===== src/rtl/ai3c_lane_pkg.sv =====
// Shared types and helpers for the I3C lane serializer.
package ai3c_lane_pkg;

  typedef enum logic [2:0] {
    StIdle,
    StLow,
    StHigh,
    StNinthLow,
    StNinthHigh,
    StDone
  } lane_state_e;

  // Odd parity (T-bit): 1 when the word has an even number of ones.
  // Callers zero-extend the word, which does not change its parity.
  function automatic logic odd_parity(input logic [63:0] d);
    return ~^d;
  endfunction

  // Phase lengths of 0 behave as 1 cycle.
  function automatic logic [31:0] clamp1(input logic [31:0] v);
    return (v == 32'd0) ? 32'd1 : v;
  endfunction

endpackage


===== src/rtl/ai3c_scl_timer.sv =====
// SCL phase down-counter: load a length-1 value, expired_o is high once it reaches 0.
module ai3c_scl_timer #(
  parameter int unsigned CNT_W = 8
) (
  input  logic             clk_i,
  input  logic             rst_i,
  input  logic             load_i,
  input  logic [CNT_W-1:0] load_val_i,
  output logic             expired_o
);

  logic [CNT_W-1:0] cnt_q;

  // Load on phase entry, otherwise count down and hold at zero.
  always_ff @(posedge clk_i) begin
    if (rst_i) begin
      cnt_q <= '0;
    end else if (load_i) begin
      cnt_q <= load_val_i;
    end else if (cnt_q != '0) begin
      cnt_q <= cnt_q - CNT_W'(1);
    end
  end

  assign expired_o = (cnt_q == '0);

endmodule


===== src/rtl/ai3c_lane_serializer.sv =====
// Multi-lane I3C SDA/SCL serializer: drives SCL, shifts words MSB-first across the lanes,
// samples the lanes on each SCL rise and optionally runs a 9th-bit (T-bit/ACK) phase.
module ai3c_lane_serializer
  import ai3c_lane_pkg::*;
#(
  parameter int unsigned LANE_NUM = 1,
  parameter int unsigned DATA_W   = 8,
  parameter int unsigned CNT_W    = 8
) (
  input  logic                clk_i,
  input  logic                rst_i,
  input  logic [CNT_W-1:0]    cfg_t_low,
  input  logic [CNT_W-1:0]    cfg_t_high,
  input  logic                cfg_od_mode,
  input  logic                cfg_ninth_en,
  input  logic                tx_valid,
  output logic                tx_ready,
  input  logic [DATA_W-1:0]   tx_data,
  output logic                rx_valid,
  output logic [DATA_W-1:0]   rx_data,
  output logic                rx_ninth,
  output logic                busy,
  output logic                scl_o,
  output logic [LANE_NUM-1:0] sda_o,
  output logic [LANE_NUM-1:0] sda_oe,
  input  logic [LANE_NUM-1:0] sda_i
);

  if (DATA_W % LANE_NUM != 0) begin : g_bad_width
    $fatal(1, "DATA_W must be a multiple of LANE_NUM");
  end

  localparam int unsigned NumBeats = DATA_W / LANE_NUM;
  localparam int unsigned BeatW    = (NumBeats > 1) ? $clog2(NumBeats) : 1;

  lane_state_e         state_q;
  logic [DATA_W-1:0]   data_q, rx_sh_q, rx_sh_d, data_shl, rx_data_q;
  logic [CNT_W-1:0]    tl_q, th_q, timer_val;
  logic [BeatW-1:0]    beat_q;
  logic [LANE_NUM-1:0] beat_first, beat_next, sda_o_q, sda_oe_q;
  logic                od_q, ninth_q, par_q, first_q, nin_q, nin_d;
  logic                scl_q, ready_q, busy_q, rx_valid_q, rx_ninth_q;
  logic                accept, timer_load, expired;

  // Beat slices, receive shift and handshake decode.
  always_comb begin
    accept     = (state_q == StIdle) && tx_valid;
    data_shl   = data_q << LANE_NUM;
    beat_first = tx_data[DATA_W-1 -: LANE_NUM];
    beat_next  = data_shl[DATA_W-1 -: LANE_NUM];
    rx_sh_d    = rx_sh_q;
    nin_d      = nin_q;
    if (state_q == StHigh && first_q) rx_sh_d = (rx_sh_q << LANE_NUM) | DATA_W'(sda_i);
    if (state_q == StNinthHigh && first_q) nin_d = sda_i[0];
  end

  // Timer reload on accept and at the end of every SCL phase.
  always_comb begin
    timer_load = accept;
    if (state_q inside {StLow, StHigh, StNinthLow, StNinthHigh}) timer_load = expired;
    case (state_q)
      StIdle:             timer_val = CNT_W'(clamp1(32'(cfg_t_low)) - 32'd1);
      StLow, StNinthLow:  timer_val = th_q - CNT_W'(1);
      default:            timer_val = tl_q - CNT_W'(1);
    endcase
  end

  ai3c_scl_timer #(
    .CNT_W(CNT_W)
  ) u_timer (
    .clk_i     (clk_i),
    .rst_i     (rst_i),
    .load_i    (timer_load),
    .load_val_i(timer_val),
    .expired_o (expired)
  );

  // Transfer sequencer with registered bus and handshake outputs.
  always_ff @(posedge clk_i) begin
    if (rst_i) begin
      state_q    <= StIdle;
      data_q     <= '0;
      rx_sh_q    <= '0;
      rx_data_q  <= '0;
      tl_q       <= CNT_W'(1);
      th_q       <= CNT_W'(1);
      beat_q     <= '0;
      od_q       <= 1'b0;
      ninth_q    <= 1'b0;
      par_q      <= 1'b0;
      first_q    <= 1'b0;
      nin_q      <= 1'b0;
      scl_q      <= 1'b1;
      sda_o_q    <= '0;
      sda_oe_q   <= '0;
      ready_q    <= 1'b1;
      busy_q     <= 1'b0;
      rx_valid_q <= 1'b0;
      rx_ninth_q <= 1'b0;
    end else begin
      first_q    <= timer_load;
      rx_valid_q <= 1'b0;
      rx_sh_q    <= rx_sh_d;
      nin_q      <= nin_d;
      case (state_q)
        StIdle: if (accept) begin
          data_q   <= tx_data;
          tl_q     <= CNT_W'(clamp1(32'(cfg_t_low)));
          th_q     <= CNT_W'(clamp1(32'(cfg_t_high)));
          od_q     <= cfg_od_mode;
          ninth_q  <= cfg_ninth_en;
          par_q    <= odd_parity(64'(tx_data));
          beat_q   <= '0;
          state_q  <= StLow;
          scl_q    <= 1'b0;
          sda_o_q  <= cfg_od_mode ? '0 : beat_first;
          sda_oe_q <= cfg_od_mode ? ~beat_first : '1;
          ready_q  <= 1'b0;
          busy_q   <= 1'b1;
        end
        StLow, StNinthLow: if (expired) begin
          state_q <= (state_q == StLow) ? StHigh : StNinthHigh;
          scl_q   <= 1'b1;
        end
        StHigh, StNinthHigh: if (expired) begin
          if (state_q == StHigh && beat_q != BeatW'(NumBeats - 1)) begin
            beat_q   <= beat_q + BeatW'(1);
            data_q   <= data_shl;
            state_q  <= StLow;
            scl_q    <= 1'b0;
            sda_o_q  <= od_q ? '0 : beat_next;
            sda_oe_q <= od_q ? ~beat_next : '1;
          end else if (state_q == StHigh && ninth_q) begin
            // Push-pull drives the T-bit on lane 0; open-drain releases for the ACK.
            state_q  <= StNinthLow;
            scl_q    <= 1'b0;
            sda_o_q  <= od_q ? '0 : LANE_NUM'(par_q);
            sda_oe_q <= od_q ? '0 : LANE_NUM'(1);
          end else begin
            state_q    <= StDone;
            scl_q      <= 1'b1;
            sda_o_q    <= '0;
            sda_oe_q   <= '0;
            rx_valid_q <= 1'b1;
            rx_data_q  <= rx_sh_d;
            rx_ninth_q <= ninth_q & nin_d;
          end
        end
        StDone: begin
          state_q <= StIdle;
          ready_q <= 1'b1;
          busy_q  <= 1'b0;
        end
        default: state_q <= StIdle;
      endcase
    end
  end

  assign tx_ready = ready_q;
  assign busy     = busy_q;
  assign rx_valid = rx_valid_q;
  assign rx_data  = rx_data_q;
  assign rx_ninth = rx_ninth_q;
  assign scl_o    = scl_q;
  assign sda_o    = sda_o_q;
  assign sda_oe   = sda_oe_q;

endmodule


===== config.mk =====
export PLATFORM = sky130hd
export DESIGN_NAME = ai3c_lane_serializer
export DESIGN_NICKNAME = d
export VERILOG_FILES = /design/src/rtl/ai3c_lane_pkg.sv /design/src/rtl/ai3c_scl_timer.sv /design/src/rtl/ai3c_lane_serializer.sv
export SDC_FILE = /design/constraint.sdc
export NUM_CORES = 1
export LEC_CHECK = 0
export ABC_AREA = 1
export CORE_MARGIN = 10
export CORE_UTILIZATION = 54
export CTS_CLUSTER_DIAMETER = 30
export DETAILED_ROUTE_END_ITERATION = 10
export PLACE_DENSITY = 0.79
export SLEW_MARGIN = 20
export SYNTH_ARGS = -nofsm -noshare
export SYNTH_HDL_FRONTEND = slang
export SYNTH_SLANG_ARGS = --single-unit

===== constraint.sdc =====
create_clock -name clk_i -period 2.6 [get_ports clk_i]
set_input_delay 0.52 -clock clk_i [delete_from_list [all_inputs] [get_ports clk_i]]
set_output_delay 0.52 -clock clk_i [all_outputs]
set_load 0.05 [all_outputs]

==> impl_results.md <==
* CP required at 2.82 ns
* Status: finished clean
* Number of DRC markers in iteration 0 at 180
* Average cell area after synthesis at 7.17 µm²
* Worst slew pin tran at 0.528 ns
* Layout cells sized above 1 at 9.28%
* Leak pwr at 1.66 nW
* Synth Warn # at 0
* Post-Place Worst Slack at 0.124 ns
* CTS tree: done
* Synth cell types at 34
* Vias in the first global route at 2739
* Main combinational cell family by area after synthesis: simple AND/OR/NAND/NOR gates
* Crit path max fanout at 12
* Final worst path period need at 2.29 ns
* Top delay family on crit path: simple AND/OR/NAND/NOR gates
* Core area at 5570 µm²
* Most common cell after layout, fill and taps aside: nand2_1
* Unrepaired setup endpoints after global routing: false
* Antenna violations before repair at 0
* Die area at 9230 µm²
* Largest net degree at the start of global routing at 42
* Setup violators final at 0
* Global route overflow at 0
* Starting density of the core at 56.1%
* Post-Synth Adder-Cell Area at 1.20%
* XOR/XNOR Fraction of Synth Area at 2.24%
* Clock sinks at 65
* Filler cells at 508
* Synth Area in Simple Gates at 27.5%
* DIE WIDTH at 96.1 µm
* Layout area overhead at 21.6%
* Pwr Density at 1180 nW/µm²
* CTS HTree Levels at 3
* Critical path, cell by cell: nor2_4 > nand2_1 > nand2_2 > nand2_4 > nand2_4 > nor2_1 > nand2_1 > nand2_1 > inv_1 > ha_1 > inv_1 > nor2_2 > inv_1 > o21ai_0 > a21oi_1
* Setup bufs post-CTS at 0
* Fin Setup TNS at 0 ns
* Data arrival, critical path at 2.51 ns
* Max_cap viols at 0
* Setup crit start kind: flip-flop
* Final critical-path setup slack at 0.310 ns
* Fin crit share at 88.1%
* Via density at 5.21
* Final core occ at 68.2%
* Crit path max-delay cell type: dfxtp_1
* CP endpoint kind: flip-flop
* Worst-path clk slew at 0.07 ns
* Clock Skews at 0.00719 ns
* Worst R2R Setup Slack at 0.31 ns
* Hold Path Class: flip-flop to flip-flop
* Most frequent cells in the layout: nand2_1 (95), dfxtp_1 (65), inv_1 (48), a21oi_1 (46), clkdlybuf4s50_1 (44)
* Slew Limit Headroom at 64.8%
* F_max at 437 MHz
* Critical path class: flip-flop to flip-flop
* Die height at 96.1 µm
* Hold Violations, Final at 0
* Io pins at 45
* GR Util All Layers at 16.0%
* Cells after Synth at 436
* Worst path buffer plus inverter count at 3
* Hold slack final at 0.453 ns
* Area after DPL at 3610 µm²
* Max incr delay on CP at 0.38 ns
* Port Buf Inserts at 44
* Post-Syn Area at 3130 µm²
* Post-synthesis sequential area ratio at 41.6%
* Antenna Nets Post-Route at 0
* Compound-Gate Fraction of Synth Area at 17.2%
* Via count at 2901
* Mux contribution to synthesized area at 0.961%
* First-pass GRT wire length at 11900 µm
* Post-CTS Hold Fix Bufs at 0
* DP HPWL at 5170 µm
* FP Rows at 27
* Final Max Slew Viols at 0
* RePlAce Congestion at 0.873
* N_diodes at 0
* CTS root buf: clkbuf_8
* Clock latency on the worst-skew pair at 0.34 ns
* Seq cells post-synth at 65
* CTS Buffer Depth at 2
* Cell area after layout at 3800 µm²
* First-pass iteration count of the detailed router at 5
* Max IR drop VDD at 0.831 mV
* Drc violations at 0
* Final WL at 7070 µm
* Syn Nets at 469
* WL/cell at 12.7 µm
* Nets at 513
* Total CTS buffers at 9
* PostCTS Resize Cnt at 0
## metrics by stage
step                      power [mW]  instances
after floorplan                 3.13        436
after global placement          3.58        541
after detailed placement        3.65        541
after CTS                       4.48        557
after global routing            4.83        557
final                           4.47        557
## report_power, final
group          leakage, nW  switching (mW)  internal [mW]  total, mW
combinational         1.03            1.52          0.779       2.29
sequential           0.533           0.114           1.23       1.35
clock               0.0933           0.381          0.441      0.823
## synthesized netlist by cell type, drive strengths merged
library cell	instances	area share, %
o211a	1	0.32
mux2i	3	0.96
nor3	3	0.64
ha	3	1.2
nor2	46	6.6
clkbuf	12	1.4
a211oi	2	0.48
a21oi	46	7.4
nor3b	1	0.24
buf	5	1.4
o21bai	1	0.24
a32o	1	0.32
o211ai	1	0.24
a31oi	2	0.40
nand3	27	4.3
xor2	3	0.84
o221ai	2	0.56
nand4	2	0.40
nand3b	3	0.72
o21a	9	2.2
nor4	1	0.20
o21ai	32	5.1
or2	1	0.20
nand2	106	14
xnor2	5	1.4
inv	53	6.4
dfxtp	65	42
## worst reg2reg max path, delay by kind of cell, from the launching register on
kind / cells / cell delay, ns
DFF: 1 / 0.38
and+or+nand+nor: 9 / 1.17
AOI/OAI and AO/OA: 2 / 0.27
buffers and inverters: 3 / 0.21
adders and majority gates: 1 / 0.14
## state kept, by name (all words and copies together) (netlist names)
signal         flops
beat_q             3
busy               1
data_q             7
first_q            1
nin_q              1
ninth_q            1
od_q               1
par_q              1
rx_data            8
rx_ninth           1
rx_sh_q            8
rx_valid           1
scl_o              1
sda_o              1
sda_oe             1
state_q            3
th_q               8
tl_q               8
tx_ready           1
u_timer.cnt_q      8
## metal layers
layer  vias to the layer above  share of wire, %  GRT usage (%)
li1                       1492                 -              -
met1                      1317                47           20.2
met2                        76                46           25.3
met3                        16               4.5           3.35
met4                         0               1.9           7.86
met5                         -                 0              0
## path summary, 6_finish.rpt
kind | end | depth (start not counted) | start
setup / recovery | u_timer.cnt_q[4] | 15 | state_q[0]
hold / removal | data_q[4] | 2 | data_q[4]
setup reg to reg | u_timer.cnt_q[4] | 15 | state_q[0]
hold reg to reg | data_q[4] | 2 | data_q[4]
## logic make-up (layout without fill, tap and decap cells)
family	Yosys count	in the layout
AND/OR/NAND/NOR	190	190
AO/OA/AOI/OAI	97	97
buffers and inverters	70	119
flip-flops	65	65
XOR/XNOR	8	8
adder cells (fa/ha/maj)	3	3
multiplexers	3	3
## area by class of cell
cell class              instances  area, µm²  area share (%)
flip-flops and latches         65       1300            34.2
clock buffers                  11        131            3.46
well taps                      72       90.1            2.37
inverters                      53        199            5.24
multi-input cells             301       1540            40.4
repair buffers                 50        485            12.8
clock inverters                 5       56.3            1.48
Power figures use the tool's default switching activity.
==> variant, RTL diff (same settings) <==
`rx_sh_q` no longer has a reset.
--- a/src/rtl/ai3c_lane_serializer.sv
+++ b/src/rtl/ai3c_lane_serializer.sv
@@ -80,7 +80,6 @@
     if (rst_i) begin
       state_q    <= StIdle;
       data_q     <= '0;
-      rx_sh_q    <= '0;
       rx_data_q  <= '0;
       tl_q       <= CNT_W'(1);
       th_q       <= CNT_W'(1);
@@ -100,7 +99,6 @@
     end else begin
       first_q    <= timer_load;
       rx_valid_q <= 1'b0;
-      rx_sh_q    <= rx_sh_d;
       nin_q      <= nin_d;
       case (state_q)
         StIdle: if (accept) begin
@@ -156,6 +154,10 @@
     end
   end
 
+  always_ff @(posedge clk_i) begin
+    rx_sh_q <= rx_sh_d;
+  end
+
   assign tx_ready = ready_q;
   assign busy     = busy_q;
   assign rx_valid = rx_valid_q;
Function: same outputs for any inputs over 10 cycles, from zero or initial values and one cycle with rst_i high; that may be too few to reach the edited logic, so the function may still have changed.
==> variant against the unedited design <==
- final area rose by 2.1%
- synthesized area rose by 1.2%
- total power rose by 1.1%
- combinational power fell by 6%
- setup slack improved by 0.059 ns
- sequential cell count did not move
- routed wire length rose by 3.6%
- critical endpoint is now u_timer.cnt_q[6]$_SDFFE_PP0P_
==> variant: results (changes against the unedited design) <==
The post-synthesis mux area share is 1.03% (+0.067 points). The total length of routed met2 wires is 3500 um (+6.5%). The xor/xnor share of the synthesized area came out at 2.21% (-0.027 points). The count of placed standard cells in the final layout, fillers left out came out at 573 (+2.9%). The weighted congestion at the end of routability-driven global placement is 0.855 (-2.1%). The register-to-register path setup slack came to 0.37 ns (+0.06 ns).

The DRC marker count from the first detailed-route iteration is 111 (-38%). The met1 track utilization from global routing came out at 18.6% (-1.6 points). The routed length on met3 is 356 um (+13%). The met3 track demand over resource came out at 4.24% (+0.89 points). The largest voltage drop on the vdd net was 0.535 mV (-36%).

The final net count was 529 (+3.1%). The portion of the layout cell area used by non-clock buffers is 13.1% (+0.32 points). The synthesized area per cell came to 7.03 um2 (-1.9%). The average detailed-routed wire length per instance came out at 12.8 um (+0.70%). The total leakage power came out at 1.73 nW (+4.3%). The overall fraction of global-route tracks in use is 16.6% (+0.62 points). The largest clock skew in the final design came to 0.00724 ns (+0.0000558 ns). The worst slack on hold paths is 0.451 ns (-0.00204 ns). The complex-gate fraction of the synthesized area was 16.1% (-1.1 points). The count of multi-input combinational gates is 312 (+3.7%). The flow ran to the end, and the final reports show no timing, DRC or antenna violations. The peak clock frequency supported by timing came out at 0.448 GHz (+2.6%).

The met2 capacity usage during global routing came to 28.5% (+3.2 points). The routed metal-1 wire length is 3310 um (-0.72%). The total nets after synthesis came out at 483 (+3.0%).
==> variant: changes by cell type in the layout (fill, tap and decap cells not counted), moves of 3 or more <==
cell | before | now
sky130_fd_sc_hd__nand2_1 | 95 | 108
sky130_fd_sc_hd__o21a_1 | 9 | 0
sky130_fd_sc_hd__inv_1 | 48 | 54
sky130_fd_sc_hd__inv_2 | 5 | 1
sky130_fd_sc_hd__buf_4 | 6 | 9
sky130_fd_sc_hd__nand3_1 | 27 | 30
==> variant: report_power, final <==
group,switching (mW),total (mW),internal [mW],leakage (nW)
Clock,0.412,0.951,0.539,0.109
Sequential,0.127,1.40,1.28,0.536
Combinational,1.39,2.16,0.765,1.08
==> variant: worst paths after layout <==
kind         cells past startpoint                             to
max                             17  u_timer.cnt_q[6]$_SDFFE_PP0P_
min                              2           tl_q[5]$_SDFFE_PP0P_
max reg2reg                     17  u_timer.cnt_q[6]$_SDFFE_PP0P_
min reg2reg                      2           tl_q[5]$_SDFFE_PP0P_
